### src/rtl/board_redraw_scheduler.sv
// Redraw sequencer for the 3x3 board: tracks stale cells, runs full-screen clears,
// and hands one cell job at a time to the drawer. Optional frame gating via VSYNC_GATE_EN.
module board_redraw_scheduler #(
    parameter int NUM_CELLS = 9,
    parameter int IDX_W     = 4
) (
    input  logic                 clk,
    input  logic                 resetn,
    input  logic                 mark_valid,
    input  logic [IDX_W-1:0]     mark_idx,
    input  logic                 redraw_all,
`ifdef VSYNC_GATE_EN
    input  logic                 frame_sync,
`endif
    output logic                 draw_start,
    output logic [IDX_W-1:0]     draw_cell_idx,
    output logic [1:0]           draw_row,
    output logic [1:0]           draw_col,
    input  logic                 draw_done,
    output logic                 clr_start,
    input  logic                 clr_done,
    output logic [NUM_CELLS-1:0] dirty_mask,
    output logic                 busy
);

    localparam logic [1:0] S_IDLE  = 2'd0;
    localparam logic [1:0] S_CLEAR = 2'd1;
    localparam logic [1:0] S_ISSUE = 2'd2;
    localparam logic [1:0] S_WAIT  = 2'd3;

    localparam logic [IDX_W:0]   NUM_EXT = (IDX_W+1)'(NUM_CELLS);
    localparam logic [IDX_W-1:0] NUM_IDX = IDX_W'(NUM_CELLS);
    localparam logic [IDX_W-1:0] LAST    = IDX_W'(NUM_CELLS - 1);

    logic [1:0]           state, state_n;
    logic                 clear_pending, pend_n;
    logic [IDX_W-1:0]     rr_ptr, rr_n;
    logic [NUM_CELLS-1:0] dirty_n;
    logic [NUM_CELLS-1:0] rot;
    logic [IDX_W-1:0]     off, sel;
    logic [IDX_W:0]       sum;
    logic                 found, issue, clr_go, go;

`ifdef VSYNC_GATE_EN
    assign go = frame_sync;
`else
    assign go = 1'b1;
`endif

    // Round-robin pick: rotate the mask so rr_ptr lands at bit 0, take the
    // lowest set bit, then rotate the offset back into a cell index.
    always_comb begin
        rot   = NUM_CELLS'({dirty_mask, dirty_mask} >> rr_ptr);
        found = 1'b0;
        off   = '0;
        for (int k = NUM_CELLS - 1; k >= 0; k--) begin
            if (rot[k]) begin
                found = 1'b1;
                off   = IDX_W'(k);
            end
        end
        sum = {1'b0, rr_ptr} + {1'b0, off};
        sel = (sum >= NUM_EXT) ? IDX_W'(sum - NUM_EXT) : IDX_W'(sum);
    end

    always_comb begin
        state_n = state;
        dirty_n = dirty_mask;
        pend_n  = clear_pending;
        rr_n    = rr_ptr;
        issue   = 1'b0;
        clr_go  = 1'b0;
        case (state)
            S_IDLE: begin
                if (go) begin
                    if (clear_pending) begin
                        state_n = S_CLEAR;
                        pend_n  = 1'b0;
                        clr_go  = 1'b1;
                    end else if (|dirty_mask) begin
                        state_n = S_ISSUE;
                    end
                end
            end
            S_CLEAR: begin
                if (clr_done) begin
                    dirty_n = '1;
                    state_n = S_IDLE;
                end
            end
            S_ISSUE: begin
                if (found) begin
                    dirty_n[sel] = 1'b0;
                    rr_n         = (sel == LAST) ? '0 : sel + 1'b1;
                    issue        = 1'b1;
                    state_n      = S_WAIT;
                end else begin
                    state_n = S_IDLE;
                end
            end
            default: begin
                if (draw_done) state_n = S_IDLE;
            end
        endcase
        // New requests are applied last so a mark colliding with the issued
        // cell keeps it dirty, and a redraw_all in the clear-launch cycle sticks.
        if (redraw_all) pend_n = 1'b1;
        if (mark_valid && (mark_idx < NUM_IDX)) dirty_n[mark_idx] = 1'b1;
    end

    always_ff @(posedge clk) begin
        if (!resetn) begin
            state         <= S_IDLE;
            dirty_mask    <= '0;
            clear_pending <= 1'b1;
            rr_ptr        <= '0;
            draw_start    <= 1'b0;
            clr_start     <= 1'b0;
            draw_cell_idx <= '0;
            draw_row      <= '0;
            draw_col      <= '0;
            busy          <= 1'b1;
        end else begin
            state         <= state_n;
            dirty_mask    <= dirty_n;
            clear_pending <= pend_n;
            rr_ptr        <= rr_n;
            draw_start    <= issue;
            clr_start     <= clr_go;
            if (issue) begin
                draw_cell_idx <= sel;
                draw_row      <= 2'(sel / 3);
                draw_col      <= 2'(sel % 3);
            end
            busy <= (state_n != S_IDLE) || (|dirty_n) || pend_n;
        end
    end

endmodule

### config.mk
export PLATFORM = sky130hd
export DESIGN_NAME = board_redraw_scheduler
export DESIGN_NICKNAME = d
export VERILOG_FILES = /design/src/rtl/board_redraw_scheduler.sv
export SDC_FILE = /design/constraint.sdc
export NUM_CORES = 1
export LEC_CHECK = 0
export ABC_AREA = 1
export CAP_MARGIN = 20
export CORE_ASPECT_RATIO = 0.5
export CORE_MARGIN = 2
export CORE_UTILIZATION = 57
export DETAILED_ROUTE_END_ITERATION = 6
export HOLD_SLACK_MARGIN = 0.05
export PLACE_DENSITY = 0.86
export SLEW_MARGIN = 10
export SYNTH_ARGS = -nofsm -noshare
export SYNTH_HDL_FRONTEND = slang
export SYNTH_SLANG_ARGS = --single-unit
### constraint.sdc
create_clock -name clk -period 4.96 [get_ports clk]
set_input_delay 0.744 -clock clk [delete_from_list [all_inputs] [get_ports clk]]
set_output_delay 0.744 -clock clk [all_outputs]
set_load 0.01 [all_outputs]
==> results of run 1 <==
==> layout by cell type, fill, tap and decap left out, drive strengths merged, types with 3 or more instances in the layout <==
cell	n
a211oi	6
a21oi	23
buf	18
clkbuf	3
clkdlybuf4s50	29
clkinv	3
dfxtp	27
ha	16
inv	48
nand2	127
nand3	60
nor2	65
nor3	5
o21ai	14
xor2	3
==> cells by family (layout without fill, tap and decap cells) <==
group	Yosys count	count (layout)	synth area share [%]
xor gates and xnor gates	3	3	0.997
DFF	27	27	20.5
and+or+nand+nor	263	263	47.7
buffers and inverters	60	103	9.88
AOI/OAI and AO/OA	53	53	12.6
adders and majority gates	17	17	8.36
==> synthesized netlist by cell type, drive strengths merged <==
| cell type | n |
|---|---|
| nand4 | 2 |
| a21oi | 23 |
| fa | 1 |
| or3b | 1 |
| a221oi | 2 |
| nor2 | 65 |
| o21ai | 14 |
| a22oi | 1 |
| clkinv | 2 |
| buf | 8 |
| a211oi | 6 |
| or2 | 1 |
| ha | 16 |
| dfxtp | 27 |
| o22a | 1 |
| a32oi | 1 |
| o211ai | 2 |
| inv | 49 |
| nand2 | 127 |
| nor3 | 5 |
| clkbuf | 1 |
| nand3 | 60 |
| nor4 | 2 |
| a31oi | 2 |
| a21boi | 1 |
| xor2 | 3 |
==> routing by layer <==
metal,up-vias,track usage (%),part of all wire [%]
met1,1326,36.2,49
met2,92,41.4,45
met3,8,4.30,5.9
met5,-,0,0
li1,1466,-,-
met4,0,3.42,0.91
==> worst min-delay path: cells and delay by family, from the launching register on <==
family	cells	cell delay (ns)
flops	1	0.32
simple gates	1	0.10
compound gates	1	0.05
==> worst paths after layout <==
path	to	slack, ns	startpoint
hold / removal	draw_cell_idx[2]	0.50	draw_cell_idx[2]
setup / recovery	draw_col[1]	0.24	rr_ptr[0]
hold reg to reg	draw_cell_idx[2]	0.50	draw_cell_idx[2]
setup reg to reg	draw_col[1]	0.24	rr_ptr[0]
==> repair_timing <==
action,4_1_cts,5_1_grt
gates cloned,0,1
buffers inserted,0,11
pin swaps,0,12
setup endpoints to repair,2,3
hold buffers,0,0
gates resized for setup,1,32
==> state kept, by name (all words and copies together) (netlist names), 2 cells and up <==
signal,flops
dirty_mask,9
draw_cell_idx,4
state,2
draw_row,2
rr_ptr,4
draw_col,2
==> cell type report <==
type | count | share of cell area, %
inverters | 51 | 6.16
well taps | 57 | 2.22
repair buffers | 47 | 13.6
flip-flops and latches | 27 | 17.3
clock inverters | 1 | 0.156
clock buffers | 3 | 1.29
multi-input cells | 336 | 59.0
repair inverters | 1 | 0.234
==> power groups by stage <==
| stage | Combinational, mW | Clock [mW] | Sequential, mW |
|---|---|---|---|
| after global routing | 1.35 | 0.137 | 0.277 |
| after global placement | 0.997 | 0 | 0.274 |
| after CTS | 1.03 | 0.128 | 0.270 |
| after detailed placement | 1.02 | 0 | 0.275 |
| final | 1.23 | 0.126 | 0.273 |
| after floorplan | 0.817 | 0 | 0.278 |
==> metrics.yaml, run 1 <==
status: "finished, final reports clean"
cts_buffers: 3
final_cells: 523
portBuffers: 29
die_h_um: 52.1
tightest_slew_ns: 0.534
grt_pass1_vias: 2384
synth.net_count: 450
clock_latency_ns: 0.27
slew_headroom_pct: 64.2
endpoint_kind: "register"
p_sw_share_pct: 52.4
clk_pin_slew_ns: 0.09
skew_ns: 0.00257
worst-endpoint-required_ns: 5.13
layout-drive-gt1-share_pct: 21.7
syn_area_um2: 2640
path_max_fanout: 5
fmax_ghz: 0.212
setup_viol: 0
synth_top_area_share_pct: 20.5
synthCells: 423
final_antenna_net_count: 0
placed_area_um2: 2980
clock_path_buffers: 2
area_growth_pct: 21.7
p_total_mw: 1.63
initial_core_util_pct: 59.6
yosys.cell_types.count: 40
io_pins: 30
vdd_drop_max_v: 0.000324
p_clk_share_pct: 7.7
whs_path_depth: 2
tritoncts: "yes"
coreArea_um2: 4420
regArea_um2: 556
place_congestion: 0.896
fin_tns_setup_ns: 0
num_vias: 2892
holdWs_ns: 0.504
power_frac_comb_pct: 75.5
wl_per_cell_um: 13.3
timing.hold.worst.class: "register to register"
p_switching_mw: 0.855
final_util_pct: 72.5
grt_pass1_wl_um: 10800
dieArea_um2: 5220
placed_cells: 507
clock_sinks: 27
p_seq_share_pct: 16.7
path_class: "register to register"
setup_ws_ns: 0.241
finalCritPeriodShare_pct: 95.1
grt.total_usage_pct: 25.3
final_hold_viol_count: 0
cp_slowest_stage_delay_ns: 0.60
synth-seq-cells: 27
grt-ovfl-total: 0
via_per_inst: 5.53
cp_common_cell: "nand2_1"
cp_slowest_cell: "fa_2"
seq_area_frac_synth_pct: 20.5
num_antenna_cells: 0
rows: 17
fin_nets: 494
drt_iter0_drc: 212
p_per_area_nw_per_um2: 508
syn_area_per_cell_um2: 6.23
drc: 0
firstDrtPassIters: 5
hpwl_um: 4980
start_kind: "register"
antenna_found_initial: 0
fillers: 352
reg2reg_depth: 38
synth_top_cell_by_area: "dfxtp_1"
intPower_mw: 0.776
dpl_worst_slack_ns: 0.00262
cp_data_arrival_time_ns: 4.89
leakagePower_nw: 1.52
grt_max_degree: 20
period_minus_slack_ns: 4.72
routed_wl_um: 6950
fp.dieW_um: 100
htree_levels: 1
final_area_um2: 3210
slew_viol_final: 0
yosys_warnings: 0
critPathTopFamily: "simple AND/OR/NAND/NOR gates"
drv_cap: 0
synth_area_leaders: "dfxtp_1 21%, nand2_1 14%, nand3_1 10%"
cp_num_buf_inv: 5
multi_input_area_um2: 1890
cts_root_buf: "clkbuf_8"
path_depth: 38
Note: power is estimated with default switching activity, not from simulation.
==> run 2: changes to the inputs <==
--- a/config.mk
+++ b/config.mk
@@ -13,7 +13,6 @@
 export DETAILED_ROUTE_END_ITERATION = 6
 export HOLD_SLACK_MARGIN = 0.05
 export PLACE_DENSITY = 0.86
-export SLEW_MARGIN = 10
 export SYNTH_ARGS = -nofsm -noshare
 export SYNTH_HDL_FRONTEND = slang
 export SYNTH_SLANG_ARGS = --single-unit
==> results of run 2 <==
Final layout, timing and power as in run 1 (identical DEF).
==> run 3: changes to the inputs <==
--- a/config.mk
+++ b/config.mk
@@ -7,7 +7,7 @@
 export LEC_CHECK = 0
 export ABC_AREA = 1
 export CAP_MARGIN = 20
-export CORE_ASPECT_RATIO = 0.5
+export CORE_ASPECT_RATIO = 0.75
 export CORE_MARGIN = 2
 export CORE_UTILIZATION = 57
 export DETAILED_ROUTE_END_ITERATION = 6
==> metrics.yaml, run 3 (synthesis results as in run 1) <==
intPower_mw: 0.793
p_sw_share_pct: 51.5
p_clk_share_pct: 8.0
area_growth_pct: 21.3
cp_common_cell: "nand2_1"
holdWs_ns: 0.511
status: "finished with violations"
cp_slowest_stage_delay_ns: 0.62
grt.total_usage_pct: 25.9
layout-drive-gt1-share_pct: 21.4
worst-endpoint-required_ns: 5.14
tritoncts: "yes"
reg2reg_depth: 38
portBuffers: 29
skew_ns: 0.00117
violations: "DRC"
final_hold_viol_count: 0
start_kind: "register"
num_vias: 2932
initial_core_util_pct: 59.0
hpwl_um: 5100
final_util_pct: 71.5
mostFrequentLayoutCells: "94 x nand2_1, 59 x nor2_1, 52 x nand3_1"
clk_pin_slew_ns: 0.10
vdd_drop_max_v: 0.000302
power_frac_comb_pct: 75.2
placed_cells: 505
p_total_mw: 1.63
multi_input_area_um2: 1920
whs_path_depth: 2
setup_viol: 0
io_pins: 30
htree_levels: 1
via_per_inst: 5.65
p_per_area_nw_per_um2: 511
path_class: "register to register"
fin_nets: 490
fmax_ghz: 0.212
dieArea_um2: 5190
wl_per_cell_um: 13.0
drc: 1
grt_pass1_wl_um: 10900
die_h_um: 62.9
cts_buffers: 3
grt-ovfl-total: 0
period_minus_slack_ns: 4.71
p_switching_mw: 0.842
cp_data_arrival_time_ns: 4.89
layout_commonest_cell: "nand2_1"
grt_max_degree: 20
cp_slowest_cell: "fa_2"
top_regs: "dirty_mask (9), draw_cell_idx (4), rr_ptr (4)"
coreArea_um2: 4470
place_congestion: 0.922
p_seq_share_pct: 16.8
clock_latency_ns: 0.28
largest_reg_flops: 9
drv_cap: 0
final_cells: 519
finalCritPeriodShare_pct: 94.9
clock_sinks: 27
endpoint_kind: "register"
grt_pass1_vias: 2524
routed_wl_um: 6730
regArea_um2: 551
antenna_found_initial: 0
slew_headroom_pct: 61.7
final_antenna_net_count: 0
fillers: 395
num_antenna_cells: 0
timing.hold.worst.class: "register to register"
clock_path_buffers: 2
largest_register: "dirty_mask"
holdBufCountCts: 0
fp.dieW_um: 82.5
cts_root_buf: "clkbuf_8"
firstDrtPassIters: 7
leakagePower_nw: 1.51
tightest_slew_ns: 0.570
path_max_fanout: 5
drt_iter0_drc: 152
slew_viol_final: 0
rows: 21
-- run 3: cell types whose count changed in the layout (fill, tap and decap cells not counted), moves of 2 or more --
cell     delta
buf_4       -2
dfxtp_1     +2
ha_1        -3
ha_2        +2
inv_2       +2
nand2_2     -2
nand3_2     +2
o21ai_2     -2
-- run 3: cell type report --
cell class	instances	share of cell area (%)
Timing Repair Buffer	44	12.8
Tap cell	57	2.23
Multi-Input combinational cell	336	60.1
Clock inverter	1	0.235
Clock buffer	3	1.29
Sequential cell	27	17.2
Inverter	51	6.07
-- run 3: timing repair --
| action | in CTS | in global routing |
|---|---|---|
| resized for setup | 1 | 32 |
| setup endpoints to repair | 2 | 3 |
| pin swaps | 0 | 17 |
| buffers inserted | 0 | 10 |
-- run 3: power by group through the flow --
| stage | logic (mW) | clock network [mW] | registers [mW] |
|---|---|---|---|
| finish | 1.23 | 0.131 | 0.274 |
| global route | 1.36 | 0.145 | 0.277 |
| CTS | 1.03 | 0.130 | 0.271 |
| detailed placement | 1.02 | 0 | 0.276 |
| global placement | 0.980 | 0 | 0.276 |
| floorplan | 0.817 | 0 | 0.278 |
-- run 3: final timing paths --
check,startpoint,endpoint,slack [ns]
max reg2reg,rr_ptr[0],draw_col[1],0.25
max,rr_ptr[0],draw_col[1],0.25
min reg2reg,clear_pending,clr_start,0.51
min,clear_pending,clr_start,0.51
-- run 3: per-stage QoR --
step / setup slack, ns / TNS [ns] / area, um2
6_report: 0.252 / 0 / 3200
3_3_place_gp: 0.204 / 0 / 2970
3_5_place_dp: 0.00216 / 0 / 2970
5_1_grt: -0.0714 / -0.0714 / 3200
4_1_cts: 0.0189 / 0 / 3020
2_1_floorplan: 0.466 / 0 / 2640
-- run 3: worst max-delay path: cells and delay by family (launching register included) --
family	cells	cell delay, ns
and+or+nand+nor	25	2.16
adders and majority gates	5	1.43
buffers and inverters	5	0.41
DFF	1	0.39
AOI/OAI and AO/OA	3	0.25
-- run 3: metal layers --
layer / vias up / GRT usage (%) / wire (um)
met3: 26 / 3.61 / 425
met5: - / 0 / 0
li1: 1458 / - / -
met1: 1331 / 37.5 / 3010
met2: 117 / 39.8 / 3160
met4: 0 / 7.38 / 134
